==> src/rtl/bullet_datapath.sv <==
// Player bullet datapath: holds position, makes the frame tick, tests enemy overlap, erases/redraws one pixel per cycle.
// Move tick is held pending until the sequencer is idle; a move request arriving while busy is ignored.
module bullet_datapath #(
    parameter int         TICK_CYCLES   = 833333,
    parameter int         FRAMES_PER_MV = 1,
    parameter int         X_W           = 8,
    parameter int         Y_W           = 7,
    parameter int         BULLET_W      = 2,
    parameter int         BULLET_H      = 4,
    parameter int         ENEMY_W       = 8,
    parameter int         ENEMY_H       = 8,
    parameter int         STEP          = 2,
    parameter int         X_OFFSET      = 3,
    parameter logic [2:0] COLOUR        = 3'b111
) (
    input  logic           clk,
    input  logic           resetn,
    input  logic           inResetState,
    input  logic           inUpdatePositionState,
    input  logic [X_W-1:0] ship_x,
    input  logic [Y_W-1:0] ship_y,
    input  logic [X_W-1:0] enemy_x,
    input  logic [Y_W-1:0] enemy_y,
    input  logic           enemy_alive,
    output logic           updatePosition,
    output logic           topReached,
    output logic           collidedWithEnemy,
    output logic [X_W-1:0] bullet_x,
    output logic [Y_W-1:0] bullet_y,
    output logic [X_W-1:0] vga_x,
    output logic [Y_W-1:0] vga_y,
    output logic [2:0]     vga_colour,
    output logic           vga_plot,
    output logic           busy
);

    localparam int PERIOD = TICK_CYCLES * FRAMES_PER_MV;
    localparam int CW     = (PERIOD > 1) ? $clog2(PERIOD) : 1;
    localparam int DXW    = (BULLET_W > 1) ? $clog2(BULLET_W) : 1;
    localparam int DYW    = (BULLET_H > 1) ? $clog2(BULLET_H) : 1;

    localparam logic [X_W:0]   BW_EXT   = (X_W+1)'(BULLET_W);
    localparam logic [X_W:0]   EW_EXT   = (X_W+1)'(ENEMY_W);
    localparam logic [Y_W:0]   BH_EXT   = (Y_W+1)'(BULLET_H);
    localparam logic [Y_W:0]   EH_EXT   = (Y_W+1)'(ENEMY_H);
    localparam logic [X_W-1:0] X_OFS    = X_W'(X_OFFSET);
    localparam logic [Y_W-1:0] BH_Y     = Y_W'(BULLET_H);
    localparam logic [Y_W-1:0] STEP_Y   = Y_W'(STEP);
    localparam logic [CW-1:0]  CNT_LAST = CW'(PERIOD - 1);
    localparam logic [DXW-1:0] DX_LAST  = DXW'(BULLET_W - 1);
    localparam logic [DYW-1:0] DY_LAST  = DYW'(BULLET_H - 1);

    typedef enum logic [1:0] {IDLE, ERASE, DRAW} seq_t;

    seq_t           seq, seq_nxt;
    logic [DXW-1:0] dx, dx_nxt;
    logic [DYW-1:0] dy, dy_nxt;
    logic [CW-1:0]  tick_cnt;
    logic           pending;
    logic           tick_wrap;
    logic           mode_move;
    logic [X_W-1:0] old_x;
    logic [Y_W-1:0] old_y;
    logic           overlap;
    logic           update_go;
    logic           move_ok;
    logic [X_W-1:0] base_x;
    logic [Y_W-1:0] base_y;

    assign tick_wrap      = (tick_cnt == CNT_LAST);
    assign busy           = (seq != IDLE);
    assign updatePosition = pending & ~busy;

    // Widened by one bit so a box at the screen edge cannot wrap into an overlap.
    assign overlap = ({1'b0, bullet_x} < {1'b0, enemy_x} + EW_EXT) &&
                     ({1'b0, enemy_x}  < {1'b0, bullet_x} + BW_EXT) &&
                     ({1'b0, bullet_y} < {1'b0, enemy_y} + EH_EXT) &&
                     ({1'b0, enemy_y}  < {1'b0, bullet_y} + BH_EXT);

    assign topReached        = inUpdatePositionState & (bullet_y < STEP_Y);
    assign collidedWithEnemy = inUpdatePositionState & enemy_alive & overlap;
    assign update_go         = inUpdatePositionState & ~busy;
    assign move_ok           = ~topReached & ~collidedWithEnemy;

    always_ff @(posedge clk) begin
        if (!resetn) begin
            seq       <= IDLE;
            dx        <= '0;
            dy        <= '0;
            tick_cnt  <= '0;
            pending   <= 1'b0;
            mode_move <= 1'b0;
            old_x     <= '0;
            old_y     <= '0;
            bullet_x  <= '0;
            bullet_y  <= '0;
        end else begin
            seq      <= seq_nxt;
            dx       <= dx_nxt;
            dy       <= dy_nxt;
            tick_cnt <= tick_wrap ? '0 : tick_cnt + CW'(1);
            if (tick_wrap && !pending)
                pending <= 1'b1;
            else if (updatePosition)
                pending <= 1'b0;

            if (inResetState) begin
                bullet_x <= ship_x + X_OFS;
                bullet_y <= ship_y - BH_Y;
            end else if (update_go && move_ok) begin
                bullet_y <= bullet_y - STEP_Y;
            end

            if (update_go) begin
                old_x     <= bullet_x;
                old_y     <= bullet_y;
                mode_move <= move_ok;
            end
        end
    end

    always_comb begin
        seq_nxt = seq;
        dx_nxt  = dx;
        dy_nxt  = dy;
        case (seq)
            IDLE: begin
                if (inUpdatePositionState) begin
                    seq_nxt = ERASE;
                    dx_nxt  = '0;
                    dy_nxt  = '0;
                end
            end
            ERASE, DRAW: begin
                if (dx == DX_LAST && dy == DY_LAST) begin
                    dx_nxt  = '0;
                    dy_nxt  = '0;
                    seq_nxt = (seq == ERASE && mode_move) ? DRAW : IDLE;
                end else if (dx == DX_LAST) begin
                    dx_nxt = '0;
                    dy_nxt = dy + DYW'(1);
                end else begin
                    dx_nxt = dx + DXW'(1);
                end
            end
            default: seq_nxt = IDLE;
        endcase
    end

    // Erase paints the latched old box; draw paints the live position.
    always_comb begin
        base_x     = (seq == DRAW) ? bullet_x : old_x;
        base_y     = (seq == DRAW) ? bullet_y : old_y;
        vga_plot   = busy;
        vga_x      = busy ? base_x + X_W'(dx) : '0;
        vga_y      = busy ? base_y + Y_W'(dy) : '0;
        vga_colour = (seq == DRAW) ? COLOUR : 3'b000;
    end

endmodule
==> config.mk <==
export PLATFORM = sky130hd
export DESIGN_NAME = bullet_datapath
export DESIGN_NICKNAME = d
export VERILOG_FILES = /design/src/rtl/bullet_datapath.sv
export SDC_FILE = /design/constraint.sdc
export NUM_CORES = 1
export LEC_CHECK = 0
export CAP_MARGIN = 0
export CORE_MARGIN = 3
export CORE_UTILIZATION = 58
export DETAILED_ROUTE_END_ITERATION = 8
export GPL_TIMING_DRIVEN = 0
export PLACE_DENSITY = 0.87
export SYNTH_ARGS = -nofsm -noshare
export SYNTH_HDL_FRONTEND = slang
export SYNTH_SLANG_ARGS = --single-unit
==> constraint.sdc <==
create_clock -name clk -period 6.22 [get_ports clk]
set_clock_uncertainty 0.1 [all_clocks]
set_input_delay 1.244 -clock clk [delete_from_list [all_inputs] [get_ports clk]]
set_output_delay 1.244 -clock clk [all_outputs]
set_load 0.02 [all_outputs]
After elaboration in Yosys (flattened, before gate mapping)
Cells that the tools add are included.
- register bits after elaboration: 57
- bits of input ports: 35
- output and inout bits: 38
- word-level logic and storage cells: 83
- add/sub/neg operators: 12
- order comparisons: 5
- equal/unequal tests: 7
- multiplexer cells: 21
- bitwise operators: 10
- reduce and logical (&&, ||, !) cells: 18
- operators with widths (cell ; number):
    7-bit 2-to-1 mux ; 4
    20-bit by 1-bit adder with 20-bit output (second input constant) ; 1
    20-bit equality test (second input constant) ; 1
    8-bit by 9-bit < comparator with 1-bit output ; 2
    7-bit by 8-bit < comparator with 1-bit output ; 2
    8-bit 2-to-1 mux ; 2
    2-bit 2-to-1 mux ; 6
    8-bit by 2-bit adder with 9-bit output (second input constant) ; 1
    8-bit by 4-bit adder with 9-bit output (second input constant) ; 1
    7-bit by 3-bit adder with 8-bit output (second input constant) ; 1
    7-bit by 4-bit adder with 8-bit output (second input constant) ; 1
    8-bit by 1-bit adder with 8-bit output ; 1
    8-bit by 2-bit adder with 8-bit output (second input constant) ; 1
    2-bit case mux with 2 select lines ; 2
    2-bit nonzero test ; 4
    7-bit by 2-bit adder with 7-bit output ; 1
    1-bit logical AND ; 7
    7-bit by 2-bit < comparator with 1-bit output (second input constant) ; 1
    7-bit by 2-bit subtractor with 7-bit output (second input constant) ; 1
    7-bit by 3-bit subtractor with 7-bit output (second input constant) ; 1
    1-bit AND ; 6
    1-bit 2-to-1 mux ; 5
    2-bit equality test (second input constant) ; 2
    2-bit != test (second input constant) ; 2
    other kinds (12) ; 17

Longest topological paths before layout
- depth after elaboration: 11
- gate-level depth with buffers: 13
- mapped depth without buffers: 12

Least setup slack after synthesis
No wires, ideal clock.
- kind: reg2out
- from: register seq[0]
- to: output vga_y[6]
- arrival: 2906 ps
- data required time: 4876 ps
- setup slack: 1970 ps
- cell stages (with the launch flop): 13
- path buffers: 2
- cells stage by stage: dfxtp_1 > inv_1 > ha_1 > buf_2 > buf_1 > mux2_2 > ha_1 > inv_1 > fa_1 > a21oi_1 > nand2_1 > xnor2_1 > nor2_1
- longest elaborated chain between the ends: 4
- elaborated cells on any way between the ends: 5
- classes of those cells: 1 x add/sub; 1 x eq/ne; 2 x mux; 1 x reduce/logical
- RTL lines (item ; RTL line ; RTL):
    start, declared ; 55 ; seq_t seq, seq_nxt;
    start signal, assigned ; 98 ; seq <= seq_nxt;
    2-bit equality test ; 153 ; base_y = (seq == DRAW) ? bullet_y : old_y;
    7-bit 2-to-1 mux ; 153 ;
    7-bit by 2-bit adder with 7-bit output ; 156 ; vga_y = busy ? base_y + Y_W'(dy) : '0;
    7-bit 2-to-1 mux * ; 156 ;
    end, declared ; 31 ; output logic [Y_W-1:0] vga_y,
Mark *: on every way between the ends. The rest lies on a longest branch, timed or not.

Worst setup path in the final report
Same ends and word-level chain as after synthesis.

==> summary.txt <==
Synth
  – Post-Syn Area: 4130 um^2
  – Yosys warnings: 0
  – Synth unique cells: 57
  – Post-synth ARST share: 0%
  – Seq/Total Area, Yosys: 27.6%
  – Post-synth top area share: 27.6%
  – Synth Register Bits: 57
  – Top cells by area, synth: dfxtp_1 28%, ha_1 14%, xor2_1 6.4%
  – Post-Syn Nets: 592
  – Avg Inst Size Synth: 8.10 um^2
  – Cell count after synthesis: 510
  – Primary FF master, synth: dfxtp_1
  – Yosys top cell by area: dfxtp_1
  – Number of flops mapped to enable cells by yosys: 0

Worst setup path
  – CP Launch Type: flop
  – Critical-path top delay cell: clkdlybuf4s50_1
  – Critical Path RT: 4880 ps
  – Cells along the critical path: inv_1 -> ha_1 -> buf_2 -> buf_1 -> mux2_2 -> ha_1 -> inv_1 -> fa_1 -> a21oi_1 -> nand2_1 -> xnor2_1 -> nor2_1 -> clkdlybuf4s50_1
  – Max incr delay on CP: 610 ps
  – Worst Path Arrival: 3950 ps
  – Critical path class: reg2out
  – Worst-path fanout max: 10
  – CP Capture Type: output pin

Global routing
  – GRT Resource Usage Total: 26.4%
  – Initial antenna violation count: 0
  – Grt ovf: 0
  – Largest net degree at the start of global routing: 12
  – Vias in the first global route: 3938
  – First-pass GRT wire length: 18000 um

Power
  – Switch share: 32.3%
  – Static Leakage: 0.00198 uW
  – Max VDD drop: 0.157 mV
  – Int Pwr: 698 uW
  – PwrDens: 200 nW/um^2
  – NetSw: 333 uW
  – Sequential group share of total power: 39.9%
  – Combinational share of power: 25.2%
  – Clock Power Share: 34.9%

Final layout
  – Post-route core utilization: 75.6%
  – Finished Cell Area: 5160 um^2
  – Fill count: 510
  – Share of layout cells above drive strength 1: 6.70%
  – Layout area overhead: 25.1%
  – Antenna diodes: 0
  – Final Net Count: 674

Clocking
  – Clock Latency Late Sink: 350 ps
  – Setup Buffers After CTS: 0
  – CTS sink cnt: 57
  – Post-CTS Hold Buffers: 0
  – Register clock-pin slew on the reported worst setup and hold paths: 70 ps
  – Root Buffer: clkbuf_8
  – Max clock buf depth: 2
  – CTS tree: yes
  – Total CTS buffers: 9
  – H-tree levels: 3
  – CTS resizes: 0

STA
  – Hold Vio Cnt, Final: 0
  – Finish-stage setup viols: 0
  – Rel. slew slack: 59.0%
  – RSZ-0062 raised after global routing: false
  – TNS Setup: 0 ps
  – Max Slew Vio Count: 0
  – Period utilization: 85.1%
  – Worst slew pin tran: 615 ps
  – Min Tclk post-route: 5290 ps
  – Highest clock rate: 0.189 GHz

Route
  – DR pass1 iterations: 5
  – Vias per cell: 5.76
  – Routed Antenna Nets: 0
  – Detailed-route wire length: 10600 um
  – Wire per inst: 15.3 um
  – # DRC: 0
  – Vias: 3992
  – DR iter-0 viols: 330

Die
  – Core Region: 6830 um^2
  – I/O Pins: 73
  – Die height: 90.4 um
  – Die Width: 90.4 um
  – Die area: 8170 um^2
  – Number of core rows: 30
  – Initial Utilization: 60.4%

Placement
  – GPL Wtd Cong: 0.918
  – Port Buffers: 71
  – HPWL after DPL: 7890 um
  – Cell Area, Placed: 4960 um^2

Hold path
  – Worst Hold Class: reg2reg

Job
  – MaxCap Viol Count: 0

Outcome
  – Run status: complete, no violations
[cell usage in the layout, fill, tap and decap left out, types with 6 or more instances in the layout]
cell type / netlist / routed
clkdlybuf4s50_1: 0 / 71
nor2_1: 62 / 62
nand2_1: 60 / 60
dfxtp_1: 57 / 57
ha_1: 46 / 46
a21oi_1: 30 / 30
xor2_1: 30 / 30
nand3_1: 27 / 27
inv_1: 26 / 26
xnor2_1: 18 / 18
mux2i_1: 14 / 14
o21ai_0: 14 / 14
clkbuf_1: 12 / 12
nand4_1: 11 / 11
clkbuf_8: 0 / 10
and3_1: 8 / 8
nor2b_1: 7 / 7
a211oi_1: 7 / 7
buf_4: 6 / 6
nor3_1: 6 / 6
[stage by stage]
step | hold slack, ps | total power [uW] | std cells | worst slack, ps
final | 354 | 1030 | 693 | 929
after floorplan | 334 | 574 | 510 | 1970
after global routing | 383 | 1080 | 693 | 647
after global placement | 340 | 664 | 677 | 1010
after detailed placement | 347 | 674 | 677 | 913
after CTS | 357 | 1030 | 693 | 913
[logic make-up (layout without fill, tap and decap cells)]
family / count (synthesis) / count (layout) / synth area share [%]
xor gates and xnor gates: 48 / 48 / 10.2
adders and majority gates: 47 / 47 / 14.4
AOI/OAI and AO/OA: 77 / 77 / 12.7
buffers and inverters: 50 / 137 / 5.54
DFF: 57 / 57 / 27.6
muxes: 19 / 19 / 4.76
and+or+nand+nor: 212 / 212 / 24.8
[path summary, 6_finish.rpt]
kind | start | to | slack [ps] | depth (start not counted)
hold / removal | old_y[6]$_SDFFE_PN0P_ | old_y[6]$_SDFFE_PN0P_ | 350 | 2
setup / recovery | seq[0]$_SDFFE_PN0P_ | vga_y[6] | 930 | 13
hold reg to reg | old_y[6]$_SDFFE_PN0P_ | old_y[6]$_SDFFE_PN0P_ | 350 | 2
setup reg to reg | bullet_x[2]$_SDFFE_PN0P_ | bullet_y[5]$_SDFFE_PN0P_ | 3130 | 13
[Yosys cell counts (2+ instances only)]
cell,instances
xor2_1,30
a211oi_1,7
nor2_1,62
o2111ai_1,3
o311a_1,2
inv_1,26
ha_1,46
and4_1,2
and4b_1,3
mux2_2,5
dfxtp_1,57
a311oi_1,3
nor3_1,6
buf_2,3
xnor2_1,18
nand3_1,27
nor3b_1,3
o21ai_0,14
nand4_1,11
nand4b_1,2
buf_4,6
or3_1,5
nor2b_1,7
a21oi_1,30
o31ai_1,2
nor4_1,4
mux2i_1,14
o211ai_1,2
nand2_1,60
nand2b_1,4
buf_6,2
and3_1,8
clkbuf_1,12
[power groups by stage]
stage                     registers, uW  clock network (uW)  logic [uW]
after floorplan                     419                   0         155
after global placement              418                   0         246
after detailed placement            419                   0         255
after CTS                           411                 361         258
after global routing                414                 380         287
final                               411                 360         260
[area by class of cell]
cell class                 instances  area, um^2  area share (%)
tap                               96         120            2.33
timing repair buffer              71         711            13.8
multi-input combinational        403        2760            53.4
clock inverter                     6        66.3            1.28
buffer                            24         131            2.54
inverter                          26        97.6            1.89
sequential                        57        1140            22.1
clock buffer                      10         138            2.67
[per-layer routing]
layer | track usage, % | wire length, um | share of wire [%] | up-vias
li1 | - | - | - | 1942
met1 | 31.7 | 4480 | 42 | 1864
met2 | 47.2 | 5220 | 49 | 158
met3 | 3.83 | 609 | 5.8 | 28
met4 | 10.8 | 271 | 2.6 | 0
met5 | 0 | 0 | 0 | -
[state kept, by name, indices dropped and copies added (netlist names)]
register   cells
old_x          8
pending        1
old_y          7
bullet_y       7
bullet_x       8
mode_move      1
tick_cnt      20
seq            2
dx             1
dy             2
[critical path, delay by kind of cell, from the launching register on]
kind                     cells  cell delay [ps]
buffers and inverters        5             1600
adder cells (fa/ha/maj)      3              870
flip-flops                   1              330
multiplexers                 1              270
AO/OA/AOI/OAI                1              210
AND/OR/NAND/NOR              2              180
XOR/XNOR                     1              130
No activity file was read; power rests on OpenSTA's default activity.
